==> src/rtl/control_unit.sv <==
// control_unit: Moore control sequencer for the single-bus datapath.
// Fetches an instruction, decodes IR_Data[31:27] and steps one T-state per clk.
// Ports: clk/clr (async active-low), IR_Data + con_output read back from the
// datapath, stop (halt request at end of fetch), datapath strobes, register
// select/encode controls, bus-source selects, alu_instruction, run, illegal.
module control_unit #(
  parameter int unsigned MEM_WAIT = 1
) (
  input  logic        clk,
  input  logic        clr,
  input  logic [31:0] IR_Data,
  input  logic        con_output,
  input  logic        stop,
  output logic        PC_enable,
  output logic        PC_increment_enable,
  output logic        IR_enable,
  output logic        con_enable,
  output logic        ram_enable,
  output logic        Y_enable,
  output logic        Z_enable,
  output logic        MAR_enable,
  output logic        MDR_enable,
  output logic        HI_enable,
  output logic        LO_enable,
  output logic        read,
  output logic        write,
  output logic        Gra,
  output logic        Grb,
  output logic        Grc,
  output logic        r_enable,
  output logic        r_select,
  output logic        BAout,
  output logic        PC_select,
  output logic        HI_select,
  output logic        LO_select,
  output logic        Z_HI_select,
  output logic        Z_LO_select,
  output logic        MDR_select,
  output logic        InPort_select,
  output logic        c_select,
  output logic [4:0]  alu_instruction,
  output logic        run,
  output logic        illegal
);

  localparam int unsigned ST_W  = 4;
  localparam int unsigned CNT_W = 3;
  localparam int unsigned OP_W  = 5;

  localparam logic [ST_W-1:0] S_IDLE = 4'd0;
  localparam logic [ST_W-1:0] S_F0   = 4'd1;
  localparam logic [ST_W-1:0] S_FM   = 4'd2;
  localparam logic [ST_W-1:0] S_FL   = 4'd3;
  localparam logic [ST_W-1:0] S_F2   = 4'd4;
  localparam logic [ST_W-1:0] S_T3   = 4'd5;
  localparam logic [ST_W-1:0] S_T4   = 4'd6;
  localparam logic [ST_W-1:0] S_T5   = 4'd7;
  localparam logic [ST_W-1:0] S_T6   = 4'd8;
  localparam logic [ST_W-1:0] S_LDW  = 4'd9;
  localparam logic [ST_W-1:0] S_LDL  = 4'd10;
  localparam logic [ST_W-1:0] S_LDR  = 4'd11;
  localparam logic [ST_W-1:0] S_STW  = 4'd12;
  localparam logic [ST_W-1:0] S_HALT = 4'd13;

  localparam logic [OP_W-1:0] OP_LD   = 5'b00000;
  localparam logic [OP_W-1:0] OP_LDI  = 5'b00001;
  localparam logic [OP_W-1:0] OP_ST   = 5'b00010;
  localparam logic [OP_W-1:0] OP_ADD  = 5'b00011;
  localparam logic [OP_W-1:0] OP_SHL  = 5'b01011;
  localparam logic [OP_W-1:0] OP_ADDI = 5'b01100;
  localparam logic [OP_W-1:0] OP_ANDI = 5'b01101;
  localparam logic [OP_W-1:0] OP_ORI  = 5'b01110;
  localparam logic [OP_W-1:0] OP_DIV  = 5'b01111;
  localparam logic [OP_W-1:0] OP_MUL  = 5'b10000;
  localparam logic [OP_W-1:0] OP_NEG  = 5'b10001;
  localparam logic [OP_W-1:0] OP_NOT  = 5'b10010;
  localparam logic [OP_W-1:0] OP_BR   = 5'b10011;
  localparam logic [OP_W-1:0] OP_JR   = 5'b10100;
  localparam logic [OP_W-1:0] OP_IN   = 5'b10110;
  localparam logic [OP_W-1:0] OP_MFHI = 5'b11000;
  localparam logic [OP_W-1:0] OP_MFLO = 5'b11001;
  localparam logic [OP_W-1:0] OP_NOP  = 5'b11010;
  localparam logic [OP_W-1:0] OP_HALT = 5'b11011;

  localparam logic [OP_W-1:0] ALU_ADD = 5'b00011;
  localparam logic [OP_W-1:0] ALU_AND = 5'b00101;
  localparam logic [OP_W-1:0] ALU_OR  = 5'b00110;

  // Wait-state preload: ld/fetch hold MEM_WAIT cycles, st holds MEM_WAIT+1.
  localparam bit              HAS_WAIT  = (MEM_WAIT != 0);
  localparam logic [CNT_W-1:0] RD_PRELD = HAS_WAIT ? CNT_W'(MEM_WAIT - 1) : '0;
  localparam logic [CNT_W-1:0] WR_PRELD = CNT_W'(MEM_WAIT);

  logic [ST_W-1:0]  state, state_nxt;
  logic [CNT_W-1:0] cnt, cnt_nxt;
  logic [OP_W-1:0]  opcode;
  logic             unused_ir;

  assign opcode    = IR_Data[31:27];
  assign unused_ir = ^IR_Data[26:0];

  // Opcode classes
  logic is_mem, is_alu3, is_imm, is_unary, is_muldiv, is_br, is_single, is_halt, is_multi;
  assign is_mem    = (opcode == OP_LD) || (opcode == OP_LDI) || (opcode == OP_ST);
  assign is_alu3   = (opcode >= OP_ADD) && (opcode <= OP_SHL);
  assign is_imm    = (opcode == OP_ADDI) || (opcode == OP_ANDI) || (opcode == OP_ORI);
  assign is_unary  = (opcode == OP_NEG) || (opcode == OP_NOT);
  assign is_muldiv = (opcode == OP_MUL) || (opcode == OP_DIV);
  assign is_br     = (opcode == OP_BR);
  assign is_single = (opcode == OP_JR) || (opcode == OP_IN) || (opcode == OP_MFHI) ||
                     (opcode == OP_MFLO) || (opcode == OP_NOP);
  assign is_halt   = (opcode == OP_HALT);
  assign is_multi  = is_mem || is_alu3 || is_imm || is_unary || is_muldiv || is_br;

  // State and wait counter
  always_ff @(posedge clk or negedge clr) begin
    if (!clr) begin
      state <= S_IDLE;
      cnt   <= '0;
    end else begin
      state <= state_nxt;
      cnt   <= cnt_nxt;
    end
  end

  // Next-state sequencing
  always_comb begin
    state_nxt = state;
    cnt_nxt   = cnt;
    case (state)
      S_IDLE: state_nxt = S_F0;
      S_F0: begin
        if (HAS_WAIT) begin
          state_nxt = S_FM;
          cnt_nxt   = RD_PRELD;
        end else begin
          state_nxt = S_FL;
        end
      end
      S_FM: begin
        if (cnt == '0) state_nxt = S_FL;
        else           cnt_nxt   = cnt - CNT_W'(1);
      end
      S_FL: state_nxt = S_F2;
      S_F2: state_nxt = stop ? S_HALT : S_T3;
      S_T3: begin
        if (is_multi)     state_nxt = S_T4;
        else if (is_halt) state_nxt = S_HALT;
        else              state_nxt = S_F0;
      end
      S_T4: state_nxt = is_unary ? S_F0 : S_T5;
      S_T5: begin
        if (opcode == OP_LD) begin
          if (HAS_WAIT) begin
            state_nxt = S_LDW;
            cnt_nxt   = RD_PRELD;
          end else begin
            state_nxt = S_LDL;
          end
        end else if ((opcode == OP_ST) || is_muldiv || is_br) begin
          state_nxt = S_T6;
        end else begin
          state_nxt = S_F0;
        end
      end
      S_T6: begin
        if (opcode == OP_ST) begin
          state_nxt = S_STW;
          cnt_nxt   = WR_PRELD;
        end else begin
          state_nxt = S_F0;
        end
      end
      S_LDW: begin
        if (cnt == '0) state_nxt = S_LDL;
        else           cnt_nxt   = cnt - CNT_W'(1);
      end
      S_LDL: state_nxt = S_LDR;
      S_LDR: state_nxt = S_F0;
      S_STW: begin
        if (cnt == '0) state_nxt = S_F0;
        else           cnt_nxt   = cnt - CNT_W'(1);
      end
      S_HALT: state_nxt = S_HALT;
      default: state_nxt = S_IDLE;
    endcase
  end

  // Strobe decode from the state register and the (registered) IR opcode
  always_comb begin
    PC_enable = 1'b0; PC_increment_enable = 1'b0; IR_enable = 1'b0; con_enable = 1'b0;
    ram_enable = 1'b0; Y_enable = 1'b0; Z_enable = 1'b0; MAR_enable = 1'b0;
    MDR_enable = 1'b0; HI_enable = 1'b0; LO_enable = 1'b0; read = 1'b0; write = 1'b0;
    Gra = 1'b0; Grb = 1'b0; Grc = 1'b0; r_enable = 1'b0; r_select = 1'b0; BAout = 1'b0;
    PC_select = 1'b0; HI_select = 1'b0; LO_select = 1'b0; Z_HI_select = 1'b0;
    Z_LO_select = 1'b0; MDR_select = 1'b0; InPort_select = 1'b0; c_select = 1'b0;
    alu_instruction = '0;
    illegal = 1'b0;
    run = (state != S_IDLE) && (state != S_HALT);
    case (state)
      S_F0: begin PC_select = 1'b1; MAR_enable = 1'b1; PC_increment_enable = 1'b1; end
      S_FM, S_LDW: begin ram_enable = 1'b1; read = 1'b1; end
      S_FL, S_LDL: begin ram_enable = 1'b1; read = 1'b1; MDR_enable = 1'b1; end
      S_F2: begin MDR_select = 1'b1; IR_enable = 1'b1; end
      S_T3: begin
        if (is_mem) begin
          Grb = 1'b1; BAout = 1'b1; Y_enable = 1'b1;
        end else if (is_alu3 || is_imm) begin
          Grb = 1'b1; r_select = 1'b1; Y_enable = 1'b1;
        end else if (is_unary) begin
          Grb = 1'b1; r_select = 1'b1; Z_enable = 1'b1; alu_instruction = opcode;
        end else if (is_muldiv) begin
          Gra = 1'b1; r_select = 1'b1; Y_enable = 1'b1;
        end else if (is_br) begin
          Gra = 1'b1; r_select = 1'b1; con_enable = 1'b1;
        end else if (opcode == OP_JR) begin
          Gra = 1'b1; r_select = 1'b1; PC_enable = 1'b1;
        end else if (opcode == OP_IN) begin
          InPort_select = 1'b1; Gra = 1'b1; r_enable = 1'b1;
        end else if (opcode == OP_MFHI) begin
          HI_select = 1'b1; Gra = 1'b1; r_enable = 1'b1;
        end else if (opcode == OP_MFLO) begin
          LO_select = 1'b1; Gra = 1'b1; r_enable = 1'b1;
        end else if (!is_single && !is_halt) begin
          illegal = 1'b1;
        end
      end
      S_T4: begin
        if (is_mem) begin
          c_select = 1'b1; Z_enable = 1'b1; alu_instruction = ALU_ADD;
        end else if (is_alu3) begin
          Grc = 1'b1; r_select = 1'b1; Z_enable = 1'b1; alu_instruction = opcode;
        end else if (is_imm) begin
          // The immediate replaces the rc operand on the bus
          c_select = 1'b1; Z_enable = 1'b1;
          alu_instruction = (opcode == OP_ANDI) ? ALU_AND :
                            (opcode == OP_ORI)  ? ALU_OR  : ALU_ADD;
        end else if (is_unary) begin
          Z_LO_select = 1'b1; Gra = 1'b1; r_enable = 1'b1;
        end else if (is_muldiv) begin
          Grb = 1'b1; r_select = 1'b1; Z_enable = 1'b1; alu_instruction = opcode;
        end else if (is_br) begin
          PC_select = 1'b1; Y_enable = 1'b1;
        end
      end
      S_T5: begin
        if ((opcode == OP_LD) || (opcode == OP_ST)) begin
          Z_LO_select = 1'b1; MAR_enable = 1'b1;
        end else if ((opcode == OP_LDI) || is_alu3 || is_imm) begin
          Z_LO_select = 1'b1; Gra = 1'b1; r_enable = 1'b1;
        end else if (is_muldiv) begin
          Z_LO_select = 1'b1; LO_enable = 1'b1;
        end else if (is_br) begin
          c_select = 1'b1; Z_enable = 1'b1; alu_instruction = ALU_ADD;
        end
      end
      S_T6: begin
        if (opcode == OP_ST) begin
          Gra = 1'b1; r_select = 1'b1; MDR_enable = 1'b1;
        end else if (is_muldiv) begin
          Z_HI_select = 1'b1; HI_enable = 1'b1;
        end else if (is_br) begin
          Z_LO_select = 1'b1; PC_enable = con_output;
        end
      end
      S_LDR: begin MDR_select = 1'b1; Gra = 1'b1; r_enable = 1'b1; end
      S_STW: begin ram_enable = 1'b1; write = 1'b1; end
      default: ;
    endcase
  end

endmodule

==> config.mk <==
export PLATFORM = sky130hd
export DESIGN_NAME = control_unit
export DESIGN_NICKNAME = d
export VERILOG_FILES = /design/src/rtl/control_unit.sv
export SDC_FILE = /design/constraint.sdc
export NUM_CORES = 1
export LEC_CHECK = 0
export CAP_MARGIN = 30
export CORE_MARGIN = 5
export CORE_UTILIZATION = 43
export DETAILED_ROUTE_END_ITERATION = 8
export PLACE_DENSITY = 0.86
export SLEW_MARGIN = 40
export SYNTH_ARGS = -nofsm -noshare
export SYNTH_HDL_FRONTEND = slang
export SYNTH_SLANG_ARGS = --single-unit
==> constraint.sdc <==
create_clock -name clk -period 3.56 [get_ports clk]
set_clock_uncertainty 0.1 [all_clocks]
set_input_delay 0.534 -clock clk [delete_from_list [all_inputs] [get_ports clk]]
set_output_delay 0.534 -clock clk [all_outputs]
set_load 0.01 [all_outputs]
* Word level (Yosys, flattened, before mapping)
Cells that the tools add are included.
** Operators by class
- Equality and inequality tests :: 36
- Reduce and logical (&&, ||, !) cells :: 39
- Magnitude comparators :: 2
- Add/sub/neg operators :: 1
- Muxes and demuxes :: 165
** Operators with widths (count)
- $mux W1 :: 123
- $pmux W4 S13 :: 1
- $eq A5 B5 Y1 const B :: 10
- $mux W5 :: 8
- $mux W4 :: 9
- $eq A4 B4 Y1 const B :: 6
- $logic_or A1 B1 Y1 :: 21
- $eq A5 B4 Y1 const B :: 4
- $mux W3 :: 6
- $eq A4 B3 Y1 const B :: 4
- $pmux W5 S3 :: 1
- $pmux W1 S2 :: 7
- $ne A2 B2 Y1 const B :: 6
- $pmux W3 S4 :: 1
- $pmux W1 S3 :: 3
- $eq A4 B2 Y1 const B :: 2
- $mux W2 :: 4
- $reduce_bool A4 Y1 :: 2
- $reduce_or A2 Y1 :: 3
- $eq A5 B1 Y1 const B :: 1
- $eq A5 B2 Y1 const B :: 1
- $ge A5 B2 Y1 const B :: 1
- $le A5 B4 Y1 const B :: 1
- $logic_not A5 Y1 :: 1
- 14 further kinds :: 17
** Word-level totals
- Flip-flop bits (word level) :: 7
- Output and inout port bits :: 34
- Input port bits :: 36
- Word-level logic and storage cells :: 245

* Depth between registers and ports, before layout
- Depth in word-level cells :: 18
- Mapped depth :: 7
- Gate-level depth less buffers :: 7

* Least setup slack after synthesis
No wires, ideal clock.
- Kind :: input to output
- Start :: in IR_Data[27]
- End :: out alu_instruction[3]
- Data arrival time :: 1.987 ns
- Setup slack :: 0.939 ns
- Buffers on the path :: 2
- Stages on the path :: 7
- Required time :: 2.926 ns
- Cell sequence :: buf_2 > or2_2 > clkbuf_1 > or3_1 > a21oi_1 > o21ai_1 > a211oi_1
** Between the ends
- Word-level cells in the longest chain between the ends :: 8
- Elaborated cells on any way between the ends :: 29
- Classes of those cells :: 2 x order compare; 9 x eq/ne; 9 x mux; 9 x reduce/logical
** Ends and longest elaborated chain
- start, declared :: RTL line 11 : input logic [31:0] IR_Data,
- $eq A5 B5 Y1 / $eq A5 B4 Y1 (equally long branches) :: RTL line 108 : assign is_muldiv = (opcode == OP_MUL) || (opcode == OP_DIV);
- $logic_or A1 B1 Y1 :: RTL line 108
- $mux W5 :: RTL line 240 : end else if (is_muldiv) begin
- $mux W5 :: RTL line 238 : end else if (is_unary) begin
- $mux W5 :: RTL line 233 : end else if (is_imm) begin
- $mux W5 :: RTL line 231 : end else if (is_alu3) begin
- $mux W5 :: RTL line 229 : if (is_mem) begin
- $pmux W5 S3 (*) :: RTL line 200 : case (state)
- end, declared :: RTL line 41 : output logic [4:0] alu_instruction,
Every way passes the cells marked *; elsewhere a longest branch is shown, timed or not.

* Worst setup path after layout
- Start :: in IR_Data[31]
- End :: out alu_instruction[3]
Same word-level chain as after synthesis.

==> impl_metrics.py <==
metrics = {
    "run_status": {
        "run_status": "finished clean",
    },
    "finish": {
        "fill_cells": 286,
        "fin_area_mm2": 0.00191,
        "utilization": 0.631,
        "diodes": 0,
        "drive_gt1_frac": 0.126,
        "final_nets": 292,
        "mostFrequentLayoutCells": "clkdlybuf4s50_1 (42), nand2_1 (22), nor2_1 (19), buf_4 (19), o21ai_0 (18)",
        "multi_input_area_mm2": 0.00107,
        "regArea_um2": 175,
        "layout_commonest_cell": "clkdlybuf4s50_1",
        "areaGrowthSynthToFinish_pct": 41.3,
    },
    "clock_network": {
        "clk_path_buf_depth": 2,
        "clk_pin_slew_ps": 50,
        "clock-sinks": 7,
        "h-tree-depth": 1,
        "postCtsSetupBuffers": 0,
        "clock_latency_ps": 240,
        "cts_made_buffers": 3,
        "root_buffer": "clkbuf_4",
        "hold_buffers": 0,
        "cts_tree": "done",
        "cts.repair.resized": 0,
    },
    "global_route": {
        "grt_max_degree": 21,
        "grt_pass1_wl_um": 7310,
        "grt_util_all_layers": 0.204,
        "grt_pass1_vias": 1605,
        "grt_overflow": 0,
        "antenna_found_initial": 0,
    },
    "die": {
        "die-width_um": 66.1,
        "num_rows": 20,
        "die_h_um": 66.1,
        "core-area_mm2": 0.00303,
        "io_pins": 70,
        "initial_core_util": 0.446,
        "fp.dieArea_mm2": 0.00436,
    },
    "synthesis": {
        "synth_top_family_by_area": "simple AND/OR/NAND/NOR gates",
        "synth_compound_area_frac": 0.354,
        "syn_inst": 207,
        "yosysSeqAreaShare": 0.130,
        "synth-simple-area-share": 0.382,
        "syn_area_mm2": 0.00135,
        "ys_seq_elements": 7,
        "dominantRegCellSynth": "dfrtp_1",
        "synth-edff-count": 0,
        "synth_fa_ha_area_frac": 0.0259,
        "async_flop_share": 1.00,
        "ys_warn_count": 0,
        "muxShareOfSynthArea": 0.0111,
        "synth_nets": 245,
        "synth_area_per_cell_um2": 6.53,
        "synth_cell_types": 58,
        "synth_xor_area_frac": 0.0194,
    },
    "power_and_ir_drop": {
        "p_leak_uw": 0.000691,
        "ir_worst_vdd_mv": 0.434,
        "power_density_mw_per_mm2": 576,
    },
    "worst_hold_path": {
        "hp-class": "flop to flop",
    },
    "sta": {
        "slew_violations": 0,
        "fin_ws_ps": 137,
        "post-route-min-period_ps": 3420,
        "layout_worst_path_cycle_share": 0.962,
        "rsz0062_at_grt": "no",
        "clock.fmax_mhz": 292,
        "maxSlewHeadroom": 0.691,
        "finalHoldViolations": 0,
        "setup_viol": 0,
        "hold_ws_ps": 430,
        "tightest_slew_ps": 462,
        "setup_tns_ps": 0,
    },
    "route": {
        "ant_nets": 0,
        "dr.pass1.iters": 5,
        "vias_per_cell": 6.14,
        "met1_length_um": 1860,
        "met2WireLength_um": 2200,
        "post-route-drc-count": 0,
        "wl_per_cell_um": 14.8,
        "highest_layer": "met4",
        "vias": 1825,
        "finalWirelength_um": 4400,
        "dr.first_iter.drc_count": 286,
        "wl_met3_um": 329,
    },
    "setup_path": {
        "crit_fanout": 6,
        "worstSetupEndpointType": "output pin",
        "reg2reg_setup_slack_ps": 1240,
        "critPathKind": "primary input to output pin",
        "cp.arrival_ps": 2790,
        "cp_data_required_time_ps": 2930,
        "cp-start-kind": "primary input",
    },
    "flow_run": {
        "drv_cap": 0,
    },
    "place": {
        "gp_congestion": 0.966,
        "io_buffers": 42,
        "placed_cell_area_mm2": 0.00188,
        "dpl_worst_slack_ps": 152,
        "dp_hpwl_um": 3340,
    },
}
stage by stage:
step / std cells / power (uW)
3_3_place_gp: 293 / 1000
2_1_floorplan: 207 / 722
4_1_cts: 297 / 1090
6_report: 297 / 1100
3_5_place_dp: 293 / 1020
5_1_grt: 297 / 1200
cell type report:
| cell class | count | share of cell area |
|---|---|---|
| Multi-Input combinational cell | 176 | 0.561 |
| Inverter | 5 | 0.00983 |
| Clock buffer | 4 | 0.0138 |
| Timing Repair Buffer | 61 | 0.295 |
| Tap cell | 44 | 0.0288 |
| Sequential cell | 7 | 0.0917 |
registers in the layout, indices dropped and copies added (netlist names):
name	count
state	4
cnt	3
per-layer routing:
metal  vias up  track usage
li1        866            -
met1       861        0.265
met2        96        0.367
met3         2       0.0136
met4         0       0.0457
met5         -            0
kinds of logic after synthesis:
group	Yosys count
fa+ha+maj	3
compound gates	71
flops	7
buf+inv	24
mux	1
xor+xnor	3
simple gates	98
path summary, 6_finish.rpt:
| path | depth (start not counted) | start | to |
|---|---|---|---|
| min in group asynchronous | 1 | clr | cnt[1]$_DFFE_PN0P_ |
| worst min-delay path | 2 | cnt[1]$_DFFE_PN0P_ | cnt[1]$_DFFE_PN0P_ |
| max in group asynchronous | 1 | clr | state[3]$_DFFE_PN0P_ |
| worst min register to register | 2 | cnt[1]$_DFFE_PN0P_ | cnt[1]$_DFFE_PN0P_ |
| worst max register to register | 6 | state[0]$_DFFE_PN0P_ | cnt[0]$_DFFE_PN0P_ |
| worst max-delay path | 6 | IR_Data[31] | alu_instruction[3] |
cells in the mapped netlist, types with 2 or more instances:
library cell,count,area share
nand2b_1,7,0.032
a21oi_1,11,0.041
nor3_1,10,0.037
nor2b_1,4,0.019
or2_2,4,0.019
a211oi_1,3,0.017
nand2_1,22,0.061
o32a_1,2,0.015
nand4_1,2,0.0093
and2b_1,2,0.011
ha_1,2,0.019
inv_1,5,0.014
xnor2_1,2,0.013
o221ai_1,2,0.013
nor2_1,19,0.053
a32o_1,2,0.015
or3_1,4,0.019
a21o_1,3,0.017
clkbuf_1,14,0.039
o21ai_0,18,0.067
o211ai_1,4,0.022
buf_2,3,0.011
and2_1,3,0.014
and3_1,5,0.023
o21a_1,3,0.017
o22ai_1,7,0.032
dfrtp_1,7,0.13
nand3_1,7,0.026
power breakdown:
group,internal (uW),total (uW),switching [uW]
clock,42.5,68.3,25.7
sequential,116,167,51.2
combinational,406,864,458
worst max-delay path, stage by stage:
cell and delay [ps]:
clkdlybuf4s50_1 600, inv_1 90, or3_1 400, or2_2 280
a211oi_1 280, clkdlybuf4s50_1 600
No activity file was read; power rests on OpenSTA's default activity.
